### config.mk
export PLATFORM = sky130hd
export DESIGN_NAME = square_scheduler
export DESIGN_NICKNAME = d
export VERILOG_FILES = /design/src/rtl/square_scheduler_pkg.sv /design/src/rtl/square_scheduler_hit.sv /design/src/rtl/square_scheduler.sv
export SDC_FILE = /design/constraint.sdc
export NUM_CORES = 1
export LEC_CHECK = 0
export ABC_CLOCK_PERIOD_IN_PS = 14200
export CAP_MARGIN = 25
export CORE_MARGIN = 2
export CORE_UTILIZATION = 59
export DETAILED_ROUTE_END_ITERATION = 6
export GPL_ROUTABILITY_DRIVEN = 0
export GPL_TIMING_DRIVEN = 0
export PLACE_DENSITY_LB_ADDON = 0.05
export REMOVE_ABC_BUFFERS = 1
export SLEW_MARGIN = 20
export SYNTH_ARGS = -nofsm -noshare
export SYNTH_HDL_FRONTEND = slang
export SYNTH_SLANG_ARGS = --single-unit
### constraint.sdc
create_clock -name clk -period 14.2 [get_ports clk]
set_clock_uncertainty 0.1 [all_clocks]
set_input_delay 2.84 -clock clk [delete_from_list [all_inputs] [get_ports clk]]
set_output_delay 2.84 -clock clk [all_outputs]
set_load 0.02 [all_outputs]
### src/rtl/square_scheduler_pkg.sv
// Shared types and default widths for the square scheduler.
// Descriptor layout and FSM state encoding live here.
package square_pkg;

  localparam int SQ_N_SQUARES = 4;
  localparam int SQ_COORD_W   = 13;
  localparam int SQ_SIZE_W    = 11;
  localparam int SQ_COLOR_W   = 20;

  localparam logic [SQ_COLOR_W-1:0] SQ_BG_COLOR = '0;

  typedef enum logic [1:0] {
    IDLE = 2'd0,
    SCAN = 2'd1,
    OUT  = 2'd2
  } sched_state_e;

  typedef struct packed {
    logic                  en;
    logic [SQ_COORD_W-1:0] x;
    logic [SQ_COORD_W-1:0] y;
    logic [SQ_SIZE_W-1:0]  size;
    logic [SQ_COLOR_W-1:0] color;
  } square_desc_t;

  // Right/bottom edge computed one bit wider so it never wraps.
  function automatic logic [SQ_COORD_W:0] edge_end(
    input logic [SQ_COORD_W-1:0] base,
    input logic [SQ_SIZE_W-1:0]  size
  );
    logic [SQ_COORD_W:0] w_b;
    logic [SQ_COORD_W:0] w_s;
    w_b = {1'b0, base};
    w_s = {{(SQ_COORD_W + 1 - SQ_SIZE_W){1'b0}}, size};
    return w_b + w_s;
  endfunction

endpackage

### src/rtl/square_scheduler_hit.sv
// Combinational point-in-square test for one descriptor.
// Left/top edges inclusive, right/bottom exclusive.
module square_hit
  import square_pkg::*;
(
  input  square_desc_t          i_desc,
  input  logic [SQ_COORD_W-1:0] i_px,
  input  logic [SQ_COORD_W-1:0] i_py,
  output logic                  o_hit
);

  logic [SQ_COORD_W:0] w_x_end;
  logic [SQ_COORD_W:0] w_y_end;
  logic                w_in_x;
  logic                w_in_y;

  assign w_x_end = edge_end(i_desc.x, i_desc.size);
  assign w_y_end = edge_end(i_desc.y, i_desc.size);

  assign w_in_x = (i_px >= i_desc.x) &&
                  ({1'b0, i_px} < w_x_end);
  assign w_in_y = (i_py >= i_desc.y) &&
                  ({1'b0, i_py} < w_y_end);

  assign o_hit = i_desc.en && w_in_x && w_in_y;

endmodule

### src/rtl/square_scheduler.sv
// Time-shared point-in-square scheduler: one query scans the
// descriptor table in priority order through a single hit unit.
module square_scheduler
  import square_pkg::*;
#(
  parameter int N_SQUARES = SQ_N_SQUARES,
  parameter logic [SQ_COLOR_W-1:0] BG_COLOR = SQ_BG_COLOR,
  localparam int IDX_W = $clog2(N_SQUARES)
) (
  input  logic                  clk,
  input  logic                  rst,
  input  logic                  cfg_we,
  input  logic [IDX_W-1:0]      cfg_idx,
  input  logic                  cfg_en,
  input  logic [SQ_COORD_W-1:0] cfg_x,
  input  logic [SQ_COORD_W-1:0] cfg_y,
  input  logic [SQ_SIZE_W-1:0]  cfg_size,
  input  logic [SQ_COLOR_W-1:0] cfg_color,
  input  logic                  px_valid,
  output logic                  px_ready,
  input  logic [SQ_COORD_W-1:0] px_x,
  input  logic [SQ_COORD_W-1:0] px_y,
  output logic                  out_valid,
  input  logic                  out_ready,
  output logic [SQ_COLOR_W-1:0] out_color,
  output logic                  out_hit,
  output logic [IDX_W-1:0]      out_idx
);

  square_desc_t          r_desc [N_SQUARES];
  sched_state_e          r_state;
  sched_state_e          w_next;
  logic [SQ_COORD_W-1:0] r_px;
  logic [SQ_COORD_W-1:0] r_py;
  logic [IDX_W-1:0]      r_idx;
  logic [SQ_COLOR_W-1:0] r_out_color;
  logic                  r_out_hit;
  logic [IDX_W-1:0]      r_out_idx;
  logic                  r_out_valid;

  square_desc_t          w_desc;
  logic                  w_hit;
  logic                  w_last;
  logic                  w_cfg_ok;

  assign w_cfg_ok = ({1'b0, cfg_idx} <
                     (IDX_W + 1)'(N_SQUARES));
  assign w_last   = (r_idx == IDX_W'(N_SQUARES - 1));
  assign w_desc   = r_desc[r_idx];

  square_hit u_hit (
    .i_desc (w_desc),
    .i_px   (r_px),
    .i_py   (r_py),
    .o_hit  (w_hit)
  );

  // Live table: a slot written mid-scan is seen if not yet tested.
  always_ff @(posedge clk or posedge rst) begin
    if (rst) begin
      for (int i = 0; i < N_SQUARES; i++) begin
        r_desc[i] <= '0;
      end
    end else if (cfg_we && w_cfg_ok) begin
      r_desc[cfg_idx] <= '{
        en:    cfg_en,
        x:     cfg_x,
        y:     cfg_y,
        size:  cfg_size,
        color: cfg_color
      };
    end
  end

  always_comb begin
    w_next = r_state;
    unique case (r_state)
      IDLE: begin
        if (px_valid) begin
          w_next = SCAN;
        end
      end
      SCAN: begin
        if (w_hit || w_last) begin
          w_next = OUT;
        end
      end
      OUT: begin
        if (r_out_valid && out_ready) begin
          w_next = IDLE;
        end
      end
      default: w_next = IDLE;
    endcase
  end

  always_ff @(posedge clk or posedge rst) begin
    if (rst) begin
      r_state <= IDLE;
    end else begin
      r_state <= w_next;
    end
  end

  always_ff @(posedge clk or posedge rst) begin
    if (rst) begin
      r_px        <= '0;
      r_py        <= '0;
      r_idx       <= '0;
      r_out_color <= BG_COLOR;
      r_out_hit   <= 1'b0;
      r_out_idx   <= '0;
      r_out_valid <= 1'b0;
    end else begin
      unique case (r_state)
        IDLE: begin
          r_out_valid <= 1'b0;
          if (px_valid) begin
            r_px  <= px_x;
            r_py  <= px_y;
            r_idx <= '0;
          end
        end
        SCAN: begin
          if (w_hit) begin
            r_out_color <= w_desc.color;
            r_out_hit   <= 1'b1;
            r_out_idx   <= r_idx;
          end else if (w_last) begin
            r_out_color <= BG_COLOR;
            r_out_hit   <= 1'b0;
            r_out_idx   <= '0;
          end else begin
            r_idx <= r_idx + 1'b1;
          end
        end
        OUT: begin
          // First OUT cycle stages the result; it then holds until taken.
          r_out_valid <= !r_out_valid || !out_ready;
        end
        default: r_out_valid <= 1'b0;
      endcase
    end
  end

  assign px_ready  = (r_state == IDLE);
  assign out_valid = r_out_valid;
  assign out_color = r_out_color;
  assign out_hit   = r_out_hit;
  assign out_idx   = r_out_idx;

endmodule

== Word-level counts from Yosys, hierarchy flattened ==
Index checks and enable logic that the tools add are counted.
Storage, ports and cells
  bits in registers: 286
Operators by class
  add/sub/neg operators: 3
  order comparisons: 7
  eq/ne operators: 8
  mux-type cells: 21
  bitwise operators: 2
  reduce and logical (&&, ||, !) cells: 17
Operators by type and width (number)
  232-bit bitwise mux: 1
  58-bit 2-to-1 mux: 3
  58-bit binary-select mux with 2-bit select: 1
  58-bit demux with 2-bit select: 1
  20-bit 2-to-1 mux: 2
  13-bit by 11-bit adder with 14-bit output: 2
  13-bit by 14-bit < comparator with 1-bit output: 2
  13-bit greater-or-equal comparator: 2
  2-bit 2-to-1 mux: 8
  2-bit inequality test, second input constant: 5
  3-bit greater-or-equal comparator, second input constant: 2
  1-bit logical AND: 6
  2-bit NOT with 3-bit output: 2
  2-bit one-hot mux with 3 select lines: 1
  2-bit equality test, second input constant: 2
  2-bit one-hot mux with 2 select lines: 1
  2-bit AND reduction: 2
  4-bit AND reduction: 1
  2-bit nonzero test: 2
  3-bit by 1-bit < comparator with 1-bit output, second input constant: 1
  3-bit AND reduction: 1
  2-bit by 1-bit adder with 2-bit output, second input constant: 1
  2-bit by 1-bit equality test with 1-bit output, second input constant: 1
  1-bit logical NOT: 2
  other kinds (4): 6

== Depth between registers and ports, before layout ==
Gate-level depths: netlist of run 1.
  word-level depth: 12
  gate-level depth with buffers: 25
  mapped depth without buffers: 19

== Modules after synthesis ==
From an unflattened synthesis of run 1, not the netlist that was laid out.
Unflattened totals
  cells, all modules: 1052
  area, all modules: 14410.1 µm²
Modules (own cells, without submodules)
  square_scheduler: times used 1, cells each 784, area each 12325.6 µm²
  square_hit: times used 1, cells each 268, area each 2084.5 µm²

== Least setup slack after synthesis of run 1 ==
Ideal clock, no wire load.
  kind: reg-to-reg
  from: reg r_idx[0]
  to: reg r_out_color[10] (netlist: out_color[10])
  library setup time: 0.126 ns
  data arrival time: 5.120 ns
  data required time: 13.974 ns
  path slack: 8.854 ns
  cell stages (with the launch flop): 24
  buffers on the path: 5
  cell sequence: dfrtp_1 > buf_4 > buf_2 > buf_2 > buf_2 > mux4_2 > ha_1 > inv_1 > fa_1 > nor2b_1 > o21ai_0 > a21oi_1 > o21ai_0 > nand2_1 > a31oi_1 > xor2_1 > ha_1 > nand4_1 > nor4_1 > o221ai_1 > a31oi_1 > clkbuf_1 > nor4_1 > a221o_1
On the way
  word-level cells in the longest chain between the ends: 11
  elaborated cells between the ends (all ways): 18
  those cells by class: 2 x add/sub; 4 x order compare; 1 x eq/ne; 4 x mux; 1 x bitwise; 6 x reduce/logical
RTL lines
  start: declaration: line square_scheduler.sv:35  | logic [IDX_W-1:0] r_idx;
  start signal: assignment: line square_scheduler.sv:134  | r_idx <= r_idx + 1'b1;
  2-bit NOT with 3-bit output (not written as such): line square_scheduler.sv:49  | assign w_desc = r_desc[r_idx];
  58-bit binary-select mux with 2-bit select: line square_scheduler.sv:49
  58-bit 2-to-1 mux (not written as such) (2 in series): line square_scheduler.sv:49
  13-bit by 11-bit adder with 14-bit output: line square_scheduler_pkg.sv:35  | return w_b + w_s;
  13-bit by 14-bit < comparator with 1-bit output: line square_scheduler_hit.sv:21  | ({1'b0, i_px} < w_x_end);
  1-bit logical AND: line square_scheduler_hit.sv:20  | assign w_in_x = (i_px >= i_desc.x) &&
  1-bit logical AND (2 in series): line square_scheduler_hit.sv:25  | assign o_hit = i_desc.en && w_in_x && w_in_y;
  2-bit nonzero test (no source line)
  2-bit AND reduction (no source line)
  end signal: assignment: line square_scheduler.sv:126  | r_out_color <= w_desc.color;
  end: declaration: line square_scheduler.sv:36  | logic [SQ_COLOR_W-1:0] r_out_color;
Several ways; a longest one is shown, not always the timed one. The select of a mux whose other input is x is not followed.
A chain may end at the register's enable or synchronous reset.

== Worst setup path after layout of run 1 ==
  from: reg r_idx[0]
  to: reg r_out_color[15] (netlist: out_color[15])
Same word-level chain as after synthesis.

==> impl_metrics.json, run 1 <==
{
  "postSynthCellCount": 1122,
  "fp.dieW_um": 161.1,
  "port_buffers": 115,
  "grtUsageTotal_pct": 25.28,
  "status": "completed",
  "synth_area_um2": 14560,
  "area_delta_synth_final_pct": 20.23,
  "cts_resized": 0,
  "multiInputGateArea_um2": 7047,
  "root_buffer": "clkbuf_16",
  "finalPower_mw": 4.191,
  "dr.pass1.iters": 7,
  "drv_cap": 0,
  "tightest_slew_ns": 1.033,
  "grt_use_met2_pct": 41.98,
  "ant_nets": 0,
  "syn_area_per_cell_um2": 12.97,
  "fin_crit_sh_pct": 44.90,
  "finalSetupTns_ns": 0,
  "grt_busiest_layer": "met2",
  "finalCoreUtilization_pct": 72.17,
  "rows": 57,
  "regArea_um2": 7164,
  "crit_required_ns": 14.59,
  "holdWs_ns": 0.3890,
  "ios": 116,
  "core_um2": 24250,
  "synth_edf_count": 0,
  "dp_hpwl_mm": 21.98,
  "vias": 9367,
  "hold_buffers": 0,
  "hp-class": "reg2reg",
  "via_per_inst": 5.880,
  "drive_gt1_share_pct": 30.96,
  "wl_per_cell_um": 20.07,
  "drc_errors": 0,
  "setup_viol": 0,
  "layout.nets": 1408,
  "grt_start_max_net_pins": 86,
  "dieArea_um2": 25940,
  "path_clk_slew_ns": 0.06,
  "post-route-min-period_ns": 6.376,
  "timing.fmax_ghz": 0.1568,
  "slew_violations": 0,
  "die_h_um": 161.1,
  "cts.sinks": 286,
  "ir_worst_vdd_v": 0.0001459,
  "hold_violations": 0,
  "path_max_fanout": 35,
  "startpoint_type": "flip-flop",
  "nFillCells": 1689,
  "routed_wl_mm": 31.97,
  "clk_path_buf_depth": 3,
  "crit_path_end_kind": "flip-flop",
  "ys_warn_count": 0,
  "rsz0062_at_grt": "no",
  "grt_overflow": 0,
  "first_iter_violations": 528,
  "dp_slack_ns": 7.793,
  "grt_first_pass_wirelength_mm": 52.09,
  "grtUsageMet3_pct": 4.314,
  "grt_antenna_before_repair": 4,
  "ys_dominant_reg_cell": "dfrtp_1",
  "maxSlewHeadroom_pct": 31.14,
  "initial_utilization_pct": 60.03,
  "cts_tree": "built",
  "ys_types": 52,
  "powerDensity_nw_per_um2": 239.5,
  "numCtsBuffers": 30,
  "clk_latency_ns": 0.55,
  "cts_max_level": 1,
  "grt_pass1_vias": 9939,
  "crit_type": "reg2reg",
  "p_leak_nw": 7.520,
  "async_reset_ff_share_pct": 100.0,
  "seq_area_frac_synth_pct": 49.17,
  "postCtsSetupBuffers": 0,
  "ys_seq_elements": 286,
  "fin_ws_ns": 7.824,
  "cp.arrival_ns": 6.77,
  "met1_usage_pct": 34.96
}
-- cell usage after synthesis, drive strengths merged (8+ instances only) --
library cell,instances,share of area (%)
mux2,233,18
nand2,118,3.0
o21ai,28,0.96
nor4,24,1.0
ha,73,6.3
clkbuf,25,0.64
o211ai,8,0.45
dfrtp,286,49
inv,38,0.98
a221o,20,1.4
mux4,57,8.8
nor2,20,0.53
xor2,11,0.66
nor2b,27,1.2
xnor2,9,0.54
buf,35,1.1
a21oi,20,0.69
nand3,12,0.41
-- layout by cell type (no fill, tap or decap), types with 9 or more instances in the layout --
cell | Yosys | routed
mux4_2 | 57 | 57
o21ai_0 | 23 | 23
nor4_1 | 24 | 24
nand3_1 | 12 | 11
clkdlybuf4s50_1 | 0 | 115
nand2_1 | 118 | 118
buf_6 | 2 | 10
a21oi_1 | 20 | 20
ha_1 | 73 | 73
nor2b_1 | 27 | 26
nor2_1 | 19 | 19
dfrtp_1 | 286 | 284
xnor2_1 | 9 | 9
mux2_2 | 233 | 233
a221o_1 | 20 | 20
clkbuf_16 | 0 | 30
xor2_1 | 11 | 11
inv_1 | 37 | 36
-- report_power, final --
part | internal (mW) | leakage (nW) | switching [mW] | total [mW]
registers | 1.01 | 3.36 | 0.159 | 1.17
logic | 1.02 | 3.62 | 1.15 | 2.17
clock network | 0.520 | 0.542 | 0.331 | 0.851
-- critical path, stage by stage, from the launching register on --
cell and delay [ns]:
dfrtp_4 0.83, buf_16 0.34, mux4_2 0.60, ha_1 0.24
inv_1 0.08, fa_1 0.20, nor2b_1 0.05, o21ai_0 0.24
a21oi_1 0.12, o21ai_0 0.33, nand2_1 0.14, a31oi_1 0.21
xor2_1 0.09, ha_1 0.29, nand4_1 0.11, nor4_1 0.40
o221ai_1 0.26, a31oi_4 0.51, or3_1 0.83, a221o_1 0.28
-- logic make-up (layout without fill, tap and decap cells) --
kind of cell | Yosys count | after routing | share of synthesized area (%)
other | 0 | 3 | 0
DFF | 286 | 286 | 49.17
AOI/OAI and AO/OA | 119 | 119 | 5.846
adders and majority gates | 75 | 75 | 6.550
xor gates and xnor gates | 20 | 20 | 1.203
muxes | 293 | 293 | 27.05
buffers and inverters | 98 | 242 | 2.734
and+or+nand+nor | 231 | 231 | 7.444
-- state kept, by name (all words and copies together) (netlist names) --
| register | flops |
|---|---|
| out_idx | 2 |
| r_state | 2 |
| r_py | 13 |
| r_idx | 2 |
| r_px | 13 |
| r_desc | 232 |
| out_valid | 1 |
| out_color | 20 |
| out_hit | 1 |
-- final timing paths --
check | start | endpoint | slack [ns] | cells past startpoint
max | r_idx[0] | out_color[15] | 7.82 | 19
min | out_hit | out_hit | 0.39 | 2
max reg2reg | r_idx[0] | out_color[15] | 7.82 | 19
min reg2reg | out_hit | out_hit | 0.39 | 2
max in group asynchronous | rst | r_desc[42] | 10.18 | 4
min in group asynchronous | rst | r_desc[162] | 2.62 | 2
-- routing by layer --
layer	vias up	part of all wire, %
met4	0	2.1
met3	43	5.2
li1	4368	-
met2	199	48
met5	-	0
met1	4757	45
-- metrics by stage --
step	cells	area, um2
finish	1593	17500
global route	1591	17490
detailed placement	1533	16380
global placement	1501	15860
floorplan	1062	14300
CTS	1589	17480
-- final cells by class --
class,count,area share [%]
Sequential cell,286,40.94
Multi-Input combinational cell,738,40.27
Timing Repair Buffer,148,9.295
Clock buffer,39,4.941
Tap cell,324,2.317
Clock inverter,17,1.337
Inverter,38,0.8580
Antenna cell,3,0.04290
Power figures use the tool's default switching activity.
==> inputs of run 2 (changes only) <==
- ABC_CLOCK_PERIOD_IN_PS: 14200 -> 6100
- clock period: 14.2 -> 6.1 ns (I/O delays scaled with it)
==> impl_metrics.json, run 2 (same netlist as run 1, synthesis figures left out) <==
{
  "status": "completed",
  "grt_overflow": 0,
  "layout_commonest_cell": "dfrtp_1",
  "ios": 116,
  "fin_crit_sh_pct": 92.36,
  "wl_per_cell_um": 20.14,
  "port_buffers": 115,
  "grt_first_pass_wirelength_mm": 52.37,
  "finalSetupTns_ns": 0,
  "grtUsageMet3_pct": 4.314,
  "cp-startpoint": "r_idx[0]",
  "largest_reg_flops": 232,
  "crit_end": "out_color[16]",
  "via_per_inst": 5.886,
  "first_iter_violations": 562,
  "drv_cap": 0,
  "grt_busiest_layer": "met2",
  "tightest_slew_ns": 1.063,
  "crit_path_end_kind": "flip-flop",
  "setup_viol": 0,
  "drive_gt1_share_pct": 31.15,
  "cts.sinks": 286,
  "area_delta_synth_final_pct": 20.45,
  "grt_start_max_net_pins": 86,
  "nFillCells": 1686,
  "cp.arrival_ns": 5.97,
  "finalCoreUtilization_pct": 72.30,
  "rrSetupSlack_ns": 0.47,
  "reg2reg_to": "out_color[16]",
  "hold_violations": 0,
  "root_buffer": "clkbuf_16",
  "grt_pass1_vias": 9974,
  "fin_cells": 1595,
  "routed_wl_mm": 32.13,
  "fp.dieW_um": 161.1,
  "grtUsageTotal_pct": 25.45,
  "ir_worst_vdd_v": 0.0003678,
  "numCtsBuffers": 30,
  "regArea_um2": 7164,
  "holdWs_ns": 0.3888,
  "startpoint_type": "flip-flop",
  "core_um2": 24250,
  "layout.nets": 1410,
  "cts_tree": "built",
  "met1_usage_pct": 35.22,
  "maxSlewHeadroom_pct": 29.16,
  "powerDensity_nw_per_um2": 559.5,
  "die_h_um": 161.1,
  "multiInputGateArea_um2": 7052,
  "ant_nets": 0,
  "rsz0062_at_grt": "no",
  "p_leak_nw": 7.536,
  "dieArea_um2": 25940,
  "grt_antenna_before_repair": 4,
  "slew_violations": 0,
  "crit_required_ns": 6.43,
  "r2r_start": "r_idx[0]",
  "dp_slack_ns": -0.3071,
  "finalPower_mw": 9.809,
  "post-route-min-period_ns": 5.634,
  "dr.pass1.iters": 5,
  "final_cell_mix": "284 x dfrtp_1, 233 x mux2_2, 118 x nand2_1",
  "grt_use_met2_pct": 42.29,
  "reg2reg_depth": 19,
  "clk_path_buf_depth": 3,
  "post_dp_cell_area_um2": 16380,
  "clk_latency_ns": 0.55,
  "drc_errors": 0,
  "dp_hpwl_mm": 21.98,
  "initial_utilization_pct": 60.03,
  "hp-class": "reg2reg",
  "path_clk_slew_ns": 0.06,
  "design_area_um2": 17530,
  "path_max_fanout": 35,
  "fin_ws_ns": 0.4660,
  "largest_register": "r_desc",
  "rows": 57,
  "timing.fmax_ghz": 0.1775,
  "cts_max_level": 1,
  "place_inst": 1533,
  "vias": 9388,
  "crit_type": "reg2reg"
}
==> run 2: cell count changes in the layout (fill, tap and decap cells not counted) <==
| cell | delta |
|---|---|
| or3_1 | -1 |
| or3_4 | +1 |
| buf_12 | +1 |
| buf_4 | +1 |
==> run 2: final cells by class <==
| class | count | area share [%] |
|---|---|---|
| repair buffers | 150 | 9.435 |
| multi-input cells | 738 | 40.22 |
| flip-flops and latches | 286 | 40.86 |
| well taps | 324 | 2.312 |
| diodes | 3 | 0.04282 |
| inverters | 38 | 0.8564 |
| clock buffers | 39 | 4.931 |
| clock inverters | 17 | 1.335 |
==> run 2: timing repair <==
item | CTS | global route
buffers inserted | 1 | 1
hold buffers | 0 | 0
setup endpoints to repair | 24 | 26
resized for setup | 1 | 1
==> run 2: worst max-delay path, stage by stage, from the launching register on <==
cell,delay [ns]
dfrtp_4,0.67
buf_16,0.32
mux4_2,0.60
ha_1,0.24
inv_1,0.08
fa_1,0.20
nor2b_1,0.05
o21ai_0,0.24
a21oi_1,0.12
o21ai_0,0.34
a311oi_1,0.15
o21ai_0,0.24
xnor2_1,0.11
ha_1,0.22
a211oi_1,0.31
o2111ai_1,0.18
o221ai_1,0.30
a31oi_4,0.12
or3_4,0.53
a221o_1,0.35
==> run 2: how the worst min path moves through the flow <==
| stage | start | end | cells past startpoint |
|---|---|---|---|
| CTS | out_hit | out_hit | 2 |
| global route | r_desc[51] | r_desc[51] | 1 |
| floorplan | r_desc[100] | r_desc[100] | 1 |
| detailed placement | out_hit | out_hit | 2 |
| global placement | out_hit | out_hit | 2 |
| finish | out_hit | out_hit | 2 |
==> run 2: routing by layer <==
| metal | vias to the layer above | routed length, um |
|---|---|---|
| li1 | 4370 | - |
| met5 | - | 0 |
| met1 | 4817 | 14720 |
| met3 | 44 | 1433 |
| met2 | 157 | 15320 |
| met4 | 0 | 654 |
==> run 2: where the power goes <==
group | total (mW) | switching, mW | internal (mW)
combinational | 5.13 | 2.72 | 2.41
clock | 1.98 | 0.771 | 1.21
sequential | 2.69 | 0.349 | 2.34
total | 9.81 | 3.84 | 5.97
==> inputs of run 3 (changes only) <==
- CORE_MARGIN: 2 -> not set
==> impl_metrics.json, run 3 (same netlist as run 1, synthesis figures left out) <==
{
  "crit_path_end_kind": "flip-flop",
  "rsz0062_at_grt": "no",
  "initial_utilization_pct": 60.03,
  "holdWs_ns": 0.3829,
  "hold_violations": 0,
  "crit_buf_inv": 3,
  "internal_power_mw": 5.802,
  "p_leak_nw": 7.464,
  "largest_register": "r_desc",
  "ir_worst_vdd_v": 0.0004617,
  "cts_tree": "built",
  "port_buffers": 115,
  "setup_viol": 0,
  "drv_cap": 0,
  "ios": 116,
  "clock_power_share_pct": 18.8,
  "path_clk_slew_ns": 0.06,
  "fin_cells": 1588,
  "regArea_um2": 7164,
  "crit_type": "reg2reg",
  "pwr-share-comb_pct": 53.3,
  "largest_reg_flops": 232,
  "grt_antenna_before_repair": 1,
  "dr.pass1.iters": 5,
  "clk_path_buf_depth": 3,
  "clk_latency_ns": 0.57,
  "fp.dieW_um": 159.1,
  "critPathTopFamily": "compound AO/OA/AOI/OAI gates",
  "grt_overflow": 0,
  "status": "completed",
  "p_sw_mw": 3.819,
  "die_h_um": 159.1,
  "crit_required_ns": 6.44,
  "finalCoreUtilization_pct": 71.68,
  "maxSlewHeadroom_pct": 29.60,
  "final_cell_mix": "284 x dfrtp_1, 233 x mux2_2, 118 x nand2_1",
  "area_delta_synth_final_pct": 19.41,
  "min_to": "out_hit",
  "r2r_start": "r_idx[0]",
  "dieArea_um2": 25300,
  "seqPwrFrac_pct": 27.9,
  "reg2reg_depth": 21,
  "slew_violations": 0,
  "grt_first_pass_wirelength_mm": 52.63,
  "root_buffer": "clkbuf_16",
  "max_stage_delay_ns": 0.62,
  "via_per_inst": 5.997,
  "vias": 9523,
  "powerDensity_nw_per_um2": 553.5,
  "grtUsageTotal_pct": 26.18,
  "insertedDiodeCount": 0,
  "dp_hpwl_mm": 22.18,
  "ant_nets": 0,
  "hp-class": "reg2reg",
  "timing.fmax_ghz": 0.1762,
  "hold_buffers": 0,
  "cts_max_level": 1,
  "swShare_pct": 39.69,
  "wl_per_cell_um": 20.14,
  "core_um2": 24250,
  "reg2reg_to": "out_color[4]",
  "startpoint_type": "flip-flop",
  "routed_wl_mm": 31.99,
  "drc_errors": 0,
  "place_inst": 1531,
  "cp.arrival_ns": 6.01,
  "post-route-min-period_ns": 5.676,
  "drive_gt1_share_pct": 30.46,
  "layout.nets": 1407,
  "fin_crit_sh_pct": 93.05,
  "nFillCells": 1717,
  "crit_slowest_cell": "dfrtp_4",
  "holdPathStages": 2,
  "path_max_fanout": 24,
  "crit_chain": "buf_12 > mux4_2 > ha_1 > inv_1 > fa_1 > nor2b_1 > o21ai_0 > a21boi_0 > o211ai_1 > a21oi_1 > nor3_1 > xor2_1 > ha_1 > nand2_1 > a2bb2oi_1 > a21oi_1 > nor2_1 > a32oi_2 > buf_6 > or3_4 > a221o_1",
  "grt_start_max_net_pins": 104,
  "multiInputGateArea_um2": 7053,
  "numCtsBuffers": 30,
  "grt_pass1_vias": 9937,
  "hold_path_startpoint": "out_hit",
  "finalSetupTns_ns": 0,
  "rows": 57,
  "rrSetupSlack_ns": 0.42,
  "tightest_slew_ns": 1.056,
  "cts.sinks": 286,
  "first_iter_violations": 585,
  "layout_commonest_cell": "dfrtp_1"
}
run 3: cell count changes in the layout (fill, tap and decap cells not counted), sizes merged:
cell | before | now
diode | 3 | 0
clkbuf | 39 | 47
buf | 35 | 32
clkinv | 10 | 7
bufinv | 5 | 1
clkinvlp | 2 | 0
run 3: how the worst max path moves through the flow:
stage                     startpoint            to  slack [ns]  depth (start not counted)
after global routing        r_idx[0]  out_color[4]        0.18                         21
final                       r_idx[0]  out_color[4]        0.42                         21
after CTS                   r_idx[0]  out_color[3]        0.06                         21
after global placement           rst   r_desc[144]       -6.78                          2
after floorplan                  rst  out_color[0]       -3.11                          1
after detailed placement    r_idx[0]  out_color[8]       -0.01                         20
run 3: cell type report:
type                       count  share of cell area [%]
clock buffer                  47                   5.205
tap                          324                   2.332
sequential                   286                   41.22
timing repair buffer         147                   9.315
multi-input combinational    738                   40.58
clock inverter                 8                  0.4823
inverter                      38                  0.8639
run 3: layer usage:
layer	vias up	GRT usage, %	share of wire (%)
li1	4379	-	-
met5	-	0	0
met2	163	43.70	49
met3	51	3.907	4.1
met4	0	6.031	2.0
met1	4930	36.55	45
run 3: power by group through the flow:
stage | Sequential, mW | Combinational [mW] | Clock (mW)
after CTS | 2.70 | 5.09 | 1.84
after global placement | 2.84 | 4.59 | 0
final | 2.68 | 5.13 | 1.81
after global routing | 2.74 | 5.68 | 1.91
after detailed placement | 2.72 | 5.06 | 0
after floorplan | 2.74 | 3.46 | 0
run 3: worst min-delay path, delay by kind of cell (launching register included):
family | cells | cell delay (ns)
flops | 1 | 0.34
compound gates | 1 | 0.06
simple gates | 1 | 0.04
run 3: timing repair:
item / CTS / global route
endpoints found under the setup margin: 22 / 24
pin swaps: 0 / 0
resized for setup: 1 / 1
buffers inserted: 0 / 1
run 3: per-stage QoR:
stage / setup WS (ns) / area (um2) / power, mW
2_1_floorplan: -3.112 / 14300 / 6.204
3_3_place_gp: -6.779 / 15860 / 7.433
3_5_place_dp: -0.01064 / 16360 / 7.778
4_1_cts: 0.05695 / 17350 / 9.629
5_1_grt: 0.1758 / 17380 / 10.33
6_report: 0.4237 / 17380 / 9.621
